==> src/rtl/acc_pkg.sv <==
// Shared definitions for the accumulator controller: FSM state encoding,
// result-address width and the address-counter increment helper.
package acc_pkg;

   localparam int ACC_ADDR_W = 4;

   typedef enum logic [2:0] {
      IDLE  = 3'd0,
      CLEAR = 3'd1,
      ACCUM = 3'd2,
      DRAIN = 3'd3,
      STORE = 3'd4
   } acc_state_t;

   // Natural 4-bit wrap: 15 -> 0.
   function automatic logic [ACC_ADDR_W-1:0] next_addr(input logic [ACC_ADDR_W-1:0] addr);
      return addr + ACC_ADDR_W'(1);
   endfunction

endpackage

==> src/rtl/acc_beat_counter.sv <==
// Shared up-counter for ACCUM beats and DRAIN cycles; last flags that the next
// enabled cycle reaches limit, compared one bit wider so limit = all-ones never wraps.
module acc_beat_counter #(
   parameter int CNT_W = 8
) (
   input  logic             clk,
   input  logic             rst,
   input  logic             load,
   input  logic             enable,
   input  logic [CNT_W-1:0] limit,
   output logic             last
);

   logic [CNT_W-1:0] count;

   always_ff @(posedge clk or negedge rst) begin
      if (!rst) begin
         count <= '0;
      end else if (load) begin
         count <= '0;
      end else if (enable) begin
         count <= count + CNT_W'(1);
      end
   end

   assign last = (({1'b0, count} + (CNT_W+1)'(1)) == {1'b0, limit});

endmodule

==> src/rtl/accumulator_ctrl.sv <==
// Tile controller sequencing clear / accumulate / drain / store for one output tile.
// Optional feature: define ACC_CTRL_AUTO_ADDR_EN to use an internal wrapping address counter.
module accumulator_ctrl
   import acc_pkg::*;
#(
   parameter int ARR_SIZE     = 4,
   parameter int LEN_W        = 8,
   parameter int DRAIN_CYCLES = 2
) (
   input  logic                  clk,
   input  logic                  rst,
   input  logic                  cmd_valid,
   output logic                  cmd_ready,
   input  logic [LEN_W-1:0]      cmd_len,
   input  logic [ACC_ADDR_W-1:0] cmd_addr,
   input  logic                  beat_valid,
   output logic                  acc_reset,
   output logic                  store_output,
   output logic [ACC_ADDR_W-1:0] op_buffer_address,
   output logic                  busy,
   output logic                  done,
   output logic                  err_overrun
);

   // Counter must hold both the beat count and DRAIN_CYCLES (up to 15).
   localparam int CNT_W = (LEN_W > 4) ? LEN_W : 4;
   localparam int unused_arr_size = ARR_SIZE;

   acc_state_t            state;
   logic [LEN_W-1:0]      len_q;
   logic [ACC_ADDR_W-1:0] addr_q;
   logic                  cnt_load;
   logic                  cnt_en;
   logic [CNT_W-1:0]      cnt_limit;
   logic                  cnt_last;

`ifdef ACC_CTRL_AUTO_ADDR_EN
   logic unused_cmd_addr;
   assign unused_cmd_addr = ^cmd_addr;
`endif

   always_comb begin
      cnt_load  = 1'b0;
      cnt_en    = 1'b0;
      cnt_limit = CNT_W'(len_q);
      unique case (state)
         CLEAR: cnt_load = 1'b1;
         ACCUM: begin
            cnt_en   = beat_valid;
            cnt_load = beat_valid && cnt_last;
         end
         DRAIN: begin
            cnt_en    = 1'b1;
            cnt_limit = CNT_W'(DRAIN_CYCLES);
         end
         default: ;
      endcase
   end

   acc_beat_counter #(
      .CNT_W (CNT_W)
   ) u_counter (
      .clk    (clk),
      .rst    (rst),
      .load   (cnt_load),
      .enable (cnt_en),
      .limit  (cnt_limit),
      .last   (cnt_last)
   );

   always_ff @(posedge clk or negedge rst) begin
      if (!rst) begin
         state             <= IDLE;
         len_q             <= '0;
         addr_q            <= '0;
         cmd_ready         <= 1'b1;
         acc_reset         <= 1'b0;
         store_output      <= 1'b0;
         op_buffer_address <= '0;
         busy              <= 1'b0;
         done              <= 1'b0;
         err_overrun       <= 1'b0;
      end else begin
         acc_reset         <= 1'b0;
         store_output      <= 1'b0;
         done              <= 1'b0;
         op_buffer_address <= '0;

         // A beat outside ACCUM is dropped but remembered until reset.
         if (beat_valid && (state != ACCUM)) begin
            err_overrun <= 1'b1;
         end

         unique case (state)
            IDLE: begin
               if (cmd_valid && cmd_ready) begin
                  state     <= CLEAR;
                  len_q     <= cmd_len;
`ifndef ACC_CTRL_AUTO_ADDR_EN
                  addr_q    <= cmd_addr;
`endif
                  acc_reset <= 1'b1;
                  cmd_ready <= 1'b0;
                  busy      <= 1'b1;
               end
            end
            CLEAR: begin
               state <= (len_q != '0) ? ACCUM : DRAIN;
            end
            ACCUM: begin
               if (beat_valid && cnt_last) begin
                  state <= DRAIN;
               end
            end
            DRAIN: begin
               if (cnt_last) begin
                  state             <= STORE;
                  store_output      <= 1'b1;
                  done              <= 1'b1;
                  op_buffer_address <= addr_q;
               end
            end
            STORE: begin
               state     <= IDLE;
               cmd_ready <= 1'b1;
               busy      <= 1'b0;
`ifdef ACC_CTRL_AUTO_ADDR_EN
               addr_q    <= next_addr(addr_q);
`endif
            end
            default: begin
               state     <= IDLE;
               cmd_ready <= 1'b1;
               busy      <= 1'b0;
            end
         endcase
      end
   end

endmodule

==> config.mk <==
export PLATFORM = sky130hd
export DESIGN_NAME = accumulator_ctrl
export DESIGN_NICKNAME = d
export VERILOG_FILES = /design/src/rtl/acc_pkg.sv /design/src/rtl/acc_beat_counter.sv /design/src/rtl/accumulator_ctrl.sv
export SDC_FILE = /design/constraint.sdc
export NUM_CORES = 1
export LEC_CHECK = 0
export CORE_ASPECT_RATIO = 1.5
export CORE_MARGIN = 1
export CORE_UTILIZATION = 50
export DETAILED_ROUTE_END_ITERATION = 10
export GPL_TIMING_DRIVEN = 1
export PLACE_DENSITY = 0.77
export REMOVE_ABC_BUFFERS = 1
export SLEW_MARGIN = 20
export SYNTH_ARGS = -nofsm -noshare
export SYNTH_HDL_FRONTEND = slang
export SYNTH_SLANG_ARGS = --single-unit
==> constraint.sdc <==
create_clock -name clk -period 2.8 [get_ports clk]
set_input_delay 0.56 -clock clk [delete_from_list [all_inputs] [get_ports clk]]
set_output_delay 0.56 -clock clk [all_outputs]
set_load 0.03 [all_outputs]
* After elaboration in Yosys (flattened, before gate mapping)
Cells that the tools add are included.
** Storage, ports and cells
- Memories kept :: 0
- Memory bits (read-only) :: 0
- Flip-flop bits (word level) :: 32
- Bits in latches :: 0
- Output and inout bits :: 10
- Bits in writable memories :: 0
- Bits of input ports :: 16
** Operators by class
- Divide/modulo/power cells :: 0
- Shift-type cells :: 0
- Reductions and logical operators :: 10
- $lt $le $gt $ge :: 0
- Muxes and demuxes :: 20
- Bitwise logic cells :: 1
- Add/subtract/negate cells :: 2
- Multiply operators :: 0
- Eq/ne operators :: 8
** Operators by type and width (count)
- 2-to-1 mux 8 bit :: 3
- one-hot mux 3 bit (4 select lines) :: 1
- adder 8 x 1 -> 9 bit, second input constant :: 1
- equality test 9 x 8 -> 1 bit :: 1
- 2-to-1 mux 3 bit :: 3
- adder 8 x 1 -> 8 bit, second input constant :: 1
- 2-to-1 mux 4 bit :: 2
- one-hot mux 1 bit (2 select lines) :: 4
- nonzero test 8 bit :: 1
- 2-to-1 mux 1 bit :: 7
- equality test 3 x 2 -> 1 bit, second input constant :: 2
- != test 2 bit, second input constant :: 3
- AND reduction 2 bit :: 2
- equality test 3 x 1 -> 1 bit, second input constant :: 1
- logical AND 1 bit :: 3
- zero test 3 bit :: 1
- != test 3 x 2 -> 1 bit, second input constant :: 1
- AND reduction 3 bit :: 1
- OR reduction 3 bit :: 1
- nonzero test 2 bit :: 1
- inverter 1 bit :: 1

* Depth between registers and ports, before layout
- Word-level depth :: 6
- Gate-level depth with buffers :: 10
- Depth with buffers taken out :: 8

* Cells and area by module
Synthesis repeated with hierarchy kept, for this count alone.
** Second synthesis, totals
- Cell total of the unflattened synthesis :: 148
- Area, all modules :: 1637.8 µm²
** Modules (own cells, without submodules)
- accumulator_ctrl :: times used 1, cells each 80, area each 1014.7 µm²
- acc_beat_counter :: times used 1, cells each 68, area each 623.1 µm²

* Worst setup path before layout
OpenSTA, ideal clock, no wires.
- Path type :: reg2reg
- Start point :: register u_counter.count[1]
- End point :: register u_counter.count[0]
- Stages on the path, launching flop included :: 10
- Data arrival time :: 2005 ps
- Setup time :: 125 ps
- Data required time :: 2675 ps
- Path buffers :: 1
- Setup slack :: 670 ps
- Cell sequence :: dfrtp_1 -> ha_1 -> buf_4 -> nand3_1 -> xor2_1 -> a21oi_1 -> nand4b_1 -> a211oi_4 -> o21ai_1 -> mux2_2
** On the way
- Word-level cells in the longest chain between the ends :: 5
- Elaborated cells between the ends (all ways) :: 6
** RTL lines
- start, declared :: line acc_beat_counter.sv:14 : logic [CNT_W-1:0] count;
- start signal, assigned :: line acc_beat_counter.sv:22 : count <= count + CNT_W'(1);
- adder 8 x 1 -> 9 bit * :: line acc_beat_counter.sv:26 : assign last = (({1'b0, count} + (CNT_W+1)'(1)) == {1'b0, limit});
- equality test 9 x 8 -> 1 bit * :: line acc_beat_counter.sv:26
- logical AND 1 bit * :: line accumulator_ctrl.sv:50 : cnt_load = beat_valid && cnt_last;
- one-hot mux 1 bit (2 select lines) * :: line accumulator_ctrl.sv:46 : unique case (state)
- 2-to-1 mux 8 bit or nonzero test 2 bit (tied branches)
Mark *: on every way between the ends. The rest lies on a longest branch, timed or not.
A chain may end at the register's enable or synchronous reset.

* Worst setup path after layout
- Start point :: register u_counter.count[0]
- End point :: register u_counter.count[0]
** On the way
- Word-level cells in the longest chain between the ends :: 5
- Elaborated cells between the ends (all ways) :: 8
** RTL lines (line)
- adder 8 x 1 -> 9 bit :: acc_beat_counter.sv:26
- equality test 9 x 8 -> 1 bit :: acc_beat_counter.sv:26
- logical AND 1 bit :: accumulator_ctrl.sv:50
- one-hot mux 1 bit (2 select lines) :: accumulator_ctrl.sv:46
- 2-to-1 mux 8 bit or nonzero test 2 bit (tied branches)
Several ways; a longest one is shown, not always the timed one. The select of a mux whose other input is x is not followed.

==> impl_metrics.yaml <==
status:
  status: "completed"
setup_path:
  setup.worst_path.start_class: "register"
  cp.arrival_ns: 2.66
  critPathKind: "reg2reg"
  ff2ff_path_depth: 8
  crit_fanout: 8
  r2r-end: "u_counter.count[0]$_DFFE_PN0P_"
  regToRegStartpoint: "u_counter.count[0]$_DFFE_PN0P_"
  setup.worst_path.end_class: "register"
  crit_required_ns: 2.97
  crit_start: "u_counter.count[0]$_DFFE_PN0P_"
  reg2reg_slack_ns: 0.31
floorplanning:
  start_util: 0.520
  dieWidth_um: 52.3
  die_y_um: 77.5
  die_area_um2: 4050
  core_um2: 3650
  io_pins: 26
  rows: 27
cells_and_area:
  area_growth_pct: 18.5
  final_util: 0.617
  diodes: 0
  fillers: 313
  num-nets-final: 228
  drive_gt1_frac: 0.180
cts:
  clockBufferDepth: 2
  cts_buffers: 5
  ctsRootBufferMaster: "clkbuf_8"
  cts_tree: "done"
  htreeDepth: 2
  clkSlewWorstSetupHoldPaths_ns: 0.06
  cts.sinks: 32
  clkLatencyLatePin_ns: 0.28
power_and_ir_drop:
  leakagePower_nw: 0.965
  peakVddDrop_mv: 0.531
  clockPowerShare: 0.171
  p_per_area_nw_per_um2: 871
  total_power_mw: 1.96
  seqPwrFrac: 0.370
  comb_power_share: 0.459
  p_int_mw: 1.15
  power.switching_mw: 0.808
  swShare: 0.412
flow_run:
  cap_violations: 0
timing:
  timing.final.crit_share: 0.889
  clock_skew_ns: 0.00171
  maxSlewViolCount: 0
  fin_tns_setup_ns: 0
  timing.fmax_mhz: 402
  setup_viol: 0
  worstMarginPinSlew_ns: 0.458
  relSlewSlack: 0.695
  min_period_ns: 2.49
  rsz0062_at_grt: "false"
  hold_violations: 0
synth:
  synth-edff-count: 0
  synth_compound_area_frac: 0.140
  synth-simple-area-share: 0.239
  synth-xor-area-share: 0.0580
  synth.top_cell.area_share: 0.409
  postSynthAreaPerCell_um2: 10.2
  synth_seq_cells: 32
  seq_area_frac_synth: 0.423
  syn-cell-area_um2: 1900
  async_flop_share: 1.00
  yosys_warnings: 0
  synthAdderAreaFrac: 0.00659
  synth.most_common_cell: "dfrtp_1"
  yosysUniqueCellTypes: 54
  yosys_most_used_dff: "dfrtp_1"
  synth_cells: 186
  synthMuxAreaShare: 0.0771
  synth_area_leaders: "dfrtp_1 (41%), mux2_2 (7.7%), nand2_1 (3.8%), a21oi_1 (2.6%), buf_4 (2.0%)"
  synth_top_family_by_area: "simple AND/OR/NAND/NOR gates"
  synth.largest_area_cell: "dfrtp_1"
  synthTopCellsByCount: "dfrtp_1 (31), nand2_1 (19), mux2_2 (13)"
global_route:
  gr-usage-met3: 0.0412
  use_met2: 0.413
  grt_max_degree: 33
  grt_util_met1: 0.292
  antenna_found_initial: 0
  track_usage: 0.240
  gr-total-overflow: 0
  grt_pass1_vias: 1508
  gr-max-usage-layer: "met2"
  grt_pass1_wl_um: 7150
drt:
  vias: 1482
  vias_per_cell: 5.83
  ant_nets: 0
  wire_per_inst_um: 16.4
  drcViolationCount: 0
  drt_iter0_drc: 42
  first_pass_iters: 4
  wl_um: 4170
placed_design:
  io_buffer_count: 25
  gp_congestion: 0.891
  hpwl_um: 3040
min_path:
  hold_start: "err_overrun$_DFFE_PN0P_"
  holdPathStages: 1
  hp-class: "reg2reg"
  hold_end: "err_overrun$_DFFE_PN0P_"
[how the worst max path moves through the flow]
stage / depth (start not counted) / slack [ns] / end
global placement: 8 / 0.25 / u_counter.count[0]$_DFFE_PN0P_
detailed placement: 8 / 0.19 / u_counter.count[0]$_DFFE_PN0P_
floorplan: 8 / 0.40 / u_counter.count[0]$_DFFE_PN0P_
CTS: 8 / 0.12 / u_counter.count[0]$_DFFE_PN0P_
finish: 8 / 0.31 / u_counter.count[0]$_DFFE_PN0P_
global route: 8 / 0.09 / u_counter.count[0]$_DFFE_PN0P_
[cells by family (layout without fill, tap and decap cells)]
family,Yosys count,count (layout)
buf+inv,20,45
xor+xnor,10,10
mux,13,13
fa+ha+maj,1,1
compound gates,37,37
flops,32,32
simple gates,73,73
[through the flow]
stage,cells,hold WS (ns),setup WS [ns],cell area (um^2)
finish,254,0.455,0.312,2250
global route,254,0.492,0.0918,2250
CTS,252,0.459,0.120,2230
detailed placement,245,0.444,0.194,2150
global placement,245,0.439,0.254,2150
floorplan,173,0.264,0.403,1820
[final cells by class]
cell class	count	area, um^2	share of cell area
clock buffers	5	68.8	0.0306
multi-input cells	134	991	0.440
clock inverters	2	12.5	0.00556
flip-flops and latches	32	802	0.357
well taps	43	53.8	0.0239
repair buffers	31	295	0.131
inverters	7	26.3	0.0117
[cells in the final DEF (no fill, tap or decap), drive strengths merged, types with 2 or more instances in the layout]
cell type,n
nand2,19
or3,2
a21oi,10
o21ai,9
inv,7
nor4b,2
nor3,4
nand3,8
nor2,6
a21o,4
clkbuf,5
xnor2,5
mux2,13
and2,4
nor4,3
nand4,3
o211ai,2
clkdlybuf4s50,25
buf,6
a211oi,3
dfrtp,31
and3,5
nand2b,3
nand4b,3
nand3b,5
xor2,4
[power groups by stage]
stage | Clock (mW) | Combinational (mW) | Sequential [mW]
6_report | 0.334 | 0.900 | 0.725
3_5_place_dp | 0 | 0.886 | 0.733
3_3_place_gp | 0 | 0.860 | 0.728
4_1_cts | 0.342 | 0.896 | 0.725
5_1_grt | 0.362 | 0.996 | 0.747
2_1_floorplan | 0 | 0.663 | 0.717
[per-layer routing]
| layer | vias up | share of wire |
|---|---|---|
| met2 | 34 | 0.55 |
| met1 | 728 | 0.40 |
| met3 | 7 | 0.031 |
| met4 | 0 | 0.019 |
| met5 | - | 0 |
| li1 | 713 | - |
[critical path: stages (launching register included)]
cell and delay [ns]:
dfrtp_1 0.48, ha_2 0.35, nand3_1 0.12, xor2_1 0.31
a21oi_1 0.08, nand4b_1 0.24, a211oi_4 0.37, o21ai_1 0.16
mux2_2 0.28
[sequential cells by signal, indices dropped and copies added (netlist names)]
signal	count
acc_reset	1
cmd_ready	1
u_counter.count	8
busy	1
len_q	8
addr_q	4
state	3
op_buffer_address	4
done	1
err_overrun	1
[timing repair]
item,in CTS,in global routing
buffers inserted,0,2
hold buffers,0,0
gates resized for setup,0,1
endpoints found under the setup margin,0,5
Note: power is estimated with default switching activity, not from simulation.
==> edit 1: new RTL, same settings <==
Set the parameter `LEN_W` to 16 (it was 8).
--- a/src/rtl/accumulator_ctrl.sv
+++ b/src/rtl/accumulator_ctrl.sv
@@ -4,7 +4,7 @@
    import acc_pkg::*;
 #(
    parameter int ARR_SIZE     = 4,
-   parameter int LEN_W        = 8,
+   parameter int LEN_W        = 16,
    parameter int DRAIN_CYCLES = 2
 ) (
    input  logic                  clk,
Interface: changed (resized cmd_len); port bits go from 26 to 34. No check against the original RTL was run, so the function may have changed too.
==> edit 1 against the unedited design <==
  * Combinational power down 57%
  * Critical path depth increased by 2
  * Synthesized area rose by 48%
  * Clock skew is 12 ps higher
  * Sequential cell count rose by 16
  * Utilization rose by 2.5 points
  * Wire length up 65%
  * Sequential share of layout area down 1.2 points
  * Worst setup slack lost 260 ps
  * Total power shrank 18%
  * Global-route usage grew 0.74 points
  * Final area grew 55%
  * Die area rose by 46%
  * Critical endpoint is now u_counter.count[3]
  * Largest power group is now registers
  * Highest routed layer unchanged
==> edit 1: results (changes against the unedited design) <==
Global route
  – Global routing usage on met2: 42.38% (+1.1 points)
  – GRT Util Overall: 24.69% (+0.74 points)
  – Met1 layer usage reported by global route: 28.55% (-0.66 points)
  – Met3 track demand over resource in global routing: 3.519% (-0.60 points)
  – Maximum number of pins on one net before global-route repair: 27 (-18%)

Detailed routing
  – Routed met2 length: 3584 um (+57%)
  – 1st-iter DRT viols: 219 (+420%)
  – Met1 WL: 2800 um (+66%)
  – Met3 wirelength from detailed routing: 270 um (+110%)

Cells and area
  – Total number of nets in the final design: 364 (+60%)
  – FILL cells: 470 (+50%)
  – Largest registers in the final layout: len_q (16), u_counter.count (16)

Timing
  – Slew at the pin closest to its max-slew limit: 504.5 ps (+46.52 ps)
  – Share of the cycle needed by the critical path after routing: 98.04% (+9.2 points)
  – Post-route worst hold slack: 202.0 ps (-252.8 ps)

Placement
  – Cell Count Post-Placement: 401 (+64%)
  – Worst slack after detailed placement: -4.146 ps (-198.1 ps)
  – Global placement routability congestion: 0.8956 (+0.54%)
  – Detailed Place HPWL: 5067 um (+67%)

Status
  – Run status: finished clean

Critical path
  – Critical path fanouts, max: 3 (-5)
  – Max incr delay on CP: 520 ps (+40 ps)
  – Gate family responsible for the most delay along the worst path: simple AND/OR/NAND/NOR gates
  – Reg-to-reg endpoint: u_counter.count[3]
  – Number of cells traversed by the worst register-to-register path: 10 (+2)

Yosys
  – Portion of the post-synthesis area used by sequential elements: 42.94% (+0.69 points)
  – Leading post-synthesis cells by cell area: sky130_fd_sc_hd__dfrtp_1, sky130_fd_sc_hd__mux2_2, sky130_fd_sc_hd__nand2_1, sky130_fd_sc_hd__o21ai_0, sky130_fd_sc_hd__nand3_1
  – Top cell types by occurrence after synthesis: sky130_fd_sc_hd__dfrtp_1, sky130_fd_sc_hd__nand2_1, sky130_fd_sc_hd__o21ai_0

Clock tree
  – Insertion delay to the later sink of the worst-skew pair: 310 ps (+30 ps)
  – Reg clk slew, reported paths: 90 ps (+30 ps)

Min path
  – Worst hold-check path type: primary input to asynchronous set/reset pin
## edit 1: cells by family after synthesis
kind of cell,count (synthesis),synth area share [%]
simple gates,113,22.92
mux,17,6.702
compound gates,65,16.18
xor+xnor,16,6.523
fa+ha+maj,1,0.4468
flops,48,42.94
buf+inv,26,4.290
## edit 1: layout make-up
| class | instances | area share [%] |
|---|---|---|
| multi-input combinational | 212 | 43.45 |
| sequential | 48 | 34.47 |
| timing repair buffer | 65 | 16.18 |
| tap | 70 | 2.505 |
| clock buffer | 6 | 2.362 |
| inverter | 7 | 0.7516 |
| clock inverter | 2 | 0.2863 |
## edit 1: what timing repair did
action / 4_1_cts / 5_1_grt
cloned: 0 / 1
setup buffers: 0 / 0
pin swaps: 0 / 7
resized for setup: 1 / 16
endpoints found under the setup margin: 3 / 22
## edit 1: report_power, final
group / leakage [uW] / switching [uW] / internal [uW]
Sequential: 0.000608 / 53.3 / 728
Combinational: 0.000818 / 177 / 211
Clock: 0.0000510 / 233 / 197
Total: 0.00148 / 463 / 1140
==> edit 2: new RTL, same settings <==
Without the edit above. Re-encode `acc_state_t` (5 states) as one-hot, 5 bits wide.
--- a/src/rtl/acc_pkg.sv
+++ b/src/rtl/acc_pkg.sv
@@ -4,12 +4,12 @@
 
    localparam int ACC_ADDR_W = 4;
 
-   typedef enum logic [2:0] {
-      IDLE  = 3'd0,
-      CLEAR = 3'd1,
-      ACCUM = 3'd2,
-      DRAIN = 3'd3,
-      STORE = 3'd4
+   typedef enum logic [4:0] {
+      IDLE  = 5'b00001,
+      CLEAR = 5'b00010,
+      ACCUM = 5'b00100,
+      DRAIN = 5'b01000,
+      STORE = 5'b10000
    } acc_state_t;
 
    // Natural 4-bit wrap: 15 -> 0.
Formal check against the unedited RTL: no difference found for any inputs over 10 cycles, from zero or initial values and one cycle with rst low; not proved beyond that.
==> edit 2 against the unedited design <==
  * Utilization increased by 2.9 points
  * Total power increased by 0.79%
  * Worst setup slack got worse by 94 ps
  * Wire length decreased by 5.8%
  * Highest routed layer unchanged
  * Synthesized area decreased by 1.6%
  * Largest power group is now registers
  * Fmax decreased by 3.7%
  * Final area decreased by 0.11%
  * Critical path type unchanged
  * Sequential share of layout area increased by 2.4 points
  * Cell count increased by 5.9%
  * Sequential cell count increased by 2
==> edit 2: results (changes against the unedited design) <==
Pwr
  – Net switching power figure: 784.0 uW (-3.0%)
  – Peak VDD IR: 0.0005619 V (+5.9%)
  – Leak pwr: 0.001025 uW (+6.2%)

Yosys
  – Async set-or-reset flop fraction in the synthesized netlist: 100.0% (unchanged)
  – Number of distinct library cell variants in the gate-level netlist after synthesis: 47 (-13%)
  – Post-synth top flop: sky130_fd_sc_hd__dfrtp_1
  – Leading post-synthesis cells by cell area: sky130_fd_sc_hd__dfrtp_1, sky130_fd_sc_hd__nand2_1, sky130_fd_sc_hd__o31ai_1, sky130_fd_sc_hd__dfstp_2, sky130_fd_sc_hd__nor2_1
  – Syn. warnings: 0 (unchanged)
  – Portion of the post-synthesis area used by sequential elements: 45.68% (+3.4 points)
  – Top cell types by occurrence after synthesis: sky130_fd_sc_hd__nand2_1, sky130_fd_sc_hd__dfrtp_1, sky130_fd_sc_hd__nor2_1

Critical path
  – Max incr delay on CP: 460 ps (-20 ps)
  – Max stage delay cell, worst path: sky130_fd_sc_hd__dfrtp_2
  – Critical path fanouts, max: 8 (unchanged)
  – Arrival time reported for the critical path endpoint: 2800 ps (+140 ps)

Cells and area
  – Largest registers in the final layout: len_q (8), u_counter.count (8), state (5)
  – Total number of nets in the final design: 243 (+6.6%)
  – Fraction of layout instances using a drive strength above 1: 12.78% (-5.2 points)
  – Number of antenna diodes: 0 (unchanged)

Clock tree
  – Reg clk slew, reported paths: 70 ps
  – Root buffer cell: sky130_fd_sc_hd__clkbuf_8
  – Total CTS buffers: 5 (unchanged)
  – Clock buffer depth: 2 (unchanged)
  – Insertion delay to the later sink of the worst-skew pair: 290 ps
  – H-Tree Level Count: 2 (unchanged)

Timing
  – Worst Skew: 2.428 ps (+0.7186 ps)
  – Slew at the pin closest to its max-slew limit: 452.5 ps (-5.526 ps)

Placement
  – Count of input and output buffers: 25 (unchanged)
  – Detailed Place HPWL: 2959 um (-2.7%)
  – Global placement routability congestion: 0.8753 (-1.7%)
  – Total cell area at the placement stage: 2152 um^2 (about the same)

Status
  – Run status: finished clean

Global route
  – Vias in the first global route: 1589 (+5.4%)
  – GRT Util Overall: 22.95% (-1.0 points)
  – Remaining Overflow, GRT: 0 (unchanged)
  – Maximum number of pins on one net before global-route repair: 35 (+6.1%)
  – Initial antenna violation count: 0 (unchanged)
  – First-pass GRT wire length: 6920 um (-3.2%)

Min path
  – Worst hold-check path type: flip-flop to flip-flop

Detailed routing
  – Remaining DRCs: 0 (unchanged)
  – 1st-iter DRT viols: 35 (-17%)
  – First drt pass iteration count: 4 (unchanged)
  – Drt total wl: 3930 um (-5.8%)
  – Total via count after detailed routing: 1535 (+3.6%)
==> edit 2: changes by cell type in the layout (fill, tap and decap cells not counted), moves of 6 or more <==
cell                      unedited run  this run
sky130_fd_sc_hd__a21oi_1            10         3
sky130_fd_sc_hd__mux2_2             13         0
sky130_fd_sc_hd__nor2_1              6        12
sky130_fd_sc_hd__nand2_1            19        50
sky130_fd_sc_hd__o31ai_1             0         9
==> edit 2: timing repair <==
item	4_1_cts	5_1_grt
hold buffers	0	0
resized for setup	0	2
hold endpoints to repair	0	0
setup buffers	0	0
setup endpoints to repair	0	5
==> edit 2: area by class of cell <==
class / instances / area [um^2]
fillers: 273 / 1234
multi-input cells: 152 / 958.4
flip-flops and latches: 34 / 854.6
repair buffers: 29 / 280.3
clock buffers: 6 / 72.57
well taps: 42 / 52.55
inverters: 4 / 15.01
clock inverters: 2 / 13.76
==> edit 2: path summary, 6_finish.rpt <==
kind	from	endpoint	slack [ps]	cells after the start
max	u_counter.count[0]	u_counter.count[5]	220	9
min	addr_q[1]	addr_q[1]	470	2
max reg2reg	u_counter.count[0]	u_counter.count[5]	220	9
min reg2reg	addr_q[1]	addr_q[1]	470	2
max in group asynchronous	rst	state[0]	1800	2
min in group asynchronous	rst	busy	680	2
==> edit 2: per-stage QoR <==
| step | worst slack [ps] | instances |
|---|---|---|
| global route | 43.88 | 269 |
| CTS | 161.5 | 269 |
| detailed placement | 187.5 | 261 |
| finish | 217.6 | 269 |
| global placement | 274.3 | 261 |
| floorplan | 394.6 | 190 |
==> edit 2: logic make-up (layout without fill, tap and decap cells) <==
group | after synthesis | after routing | share of synthesized area, %
and+or+nand+nor | 106 | 106 | 30.01
AOI/OAI and AO/OA | 37 | 37 | 15.00
DFF | 34 | 34 | 45.68
buffers and inverters | 12 | 41 | 3.415
xor gates and xnor gates | 8 | 8 | 5.225
adders and majority gates | 1 | 1 | 0.6697
==> edit 2: power by group through the flow <==
stage	Clock, uW	Combinational, uW	Sequential [uW]
finish	364	765	847
detailed placement	0	767	852
global placement	0	736	839
floorplan	0	530	843
CTS	371	771	843
global route	388	853	873
==> edit 2: layer usage <==
layer,routed length (um),track usage [%]
met1,1599,26.43
met3,148,5.556
met2,2083,38.08
met5,0,0
met4,98,11.62
==> edit 2: critical path, delay by kind of cell, from the launching register on <==
family | cells | cell delay, ps
AO/OA/AOI/OAI | 2 | 520
XOR/XNOR | 1 | 170
adder cells (fa/ha/maj) | 1 | 270
flip-flops | 1 | 460
AND/OR/NAND/NOR | 5 | 1090
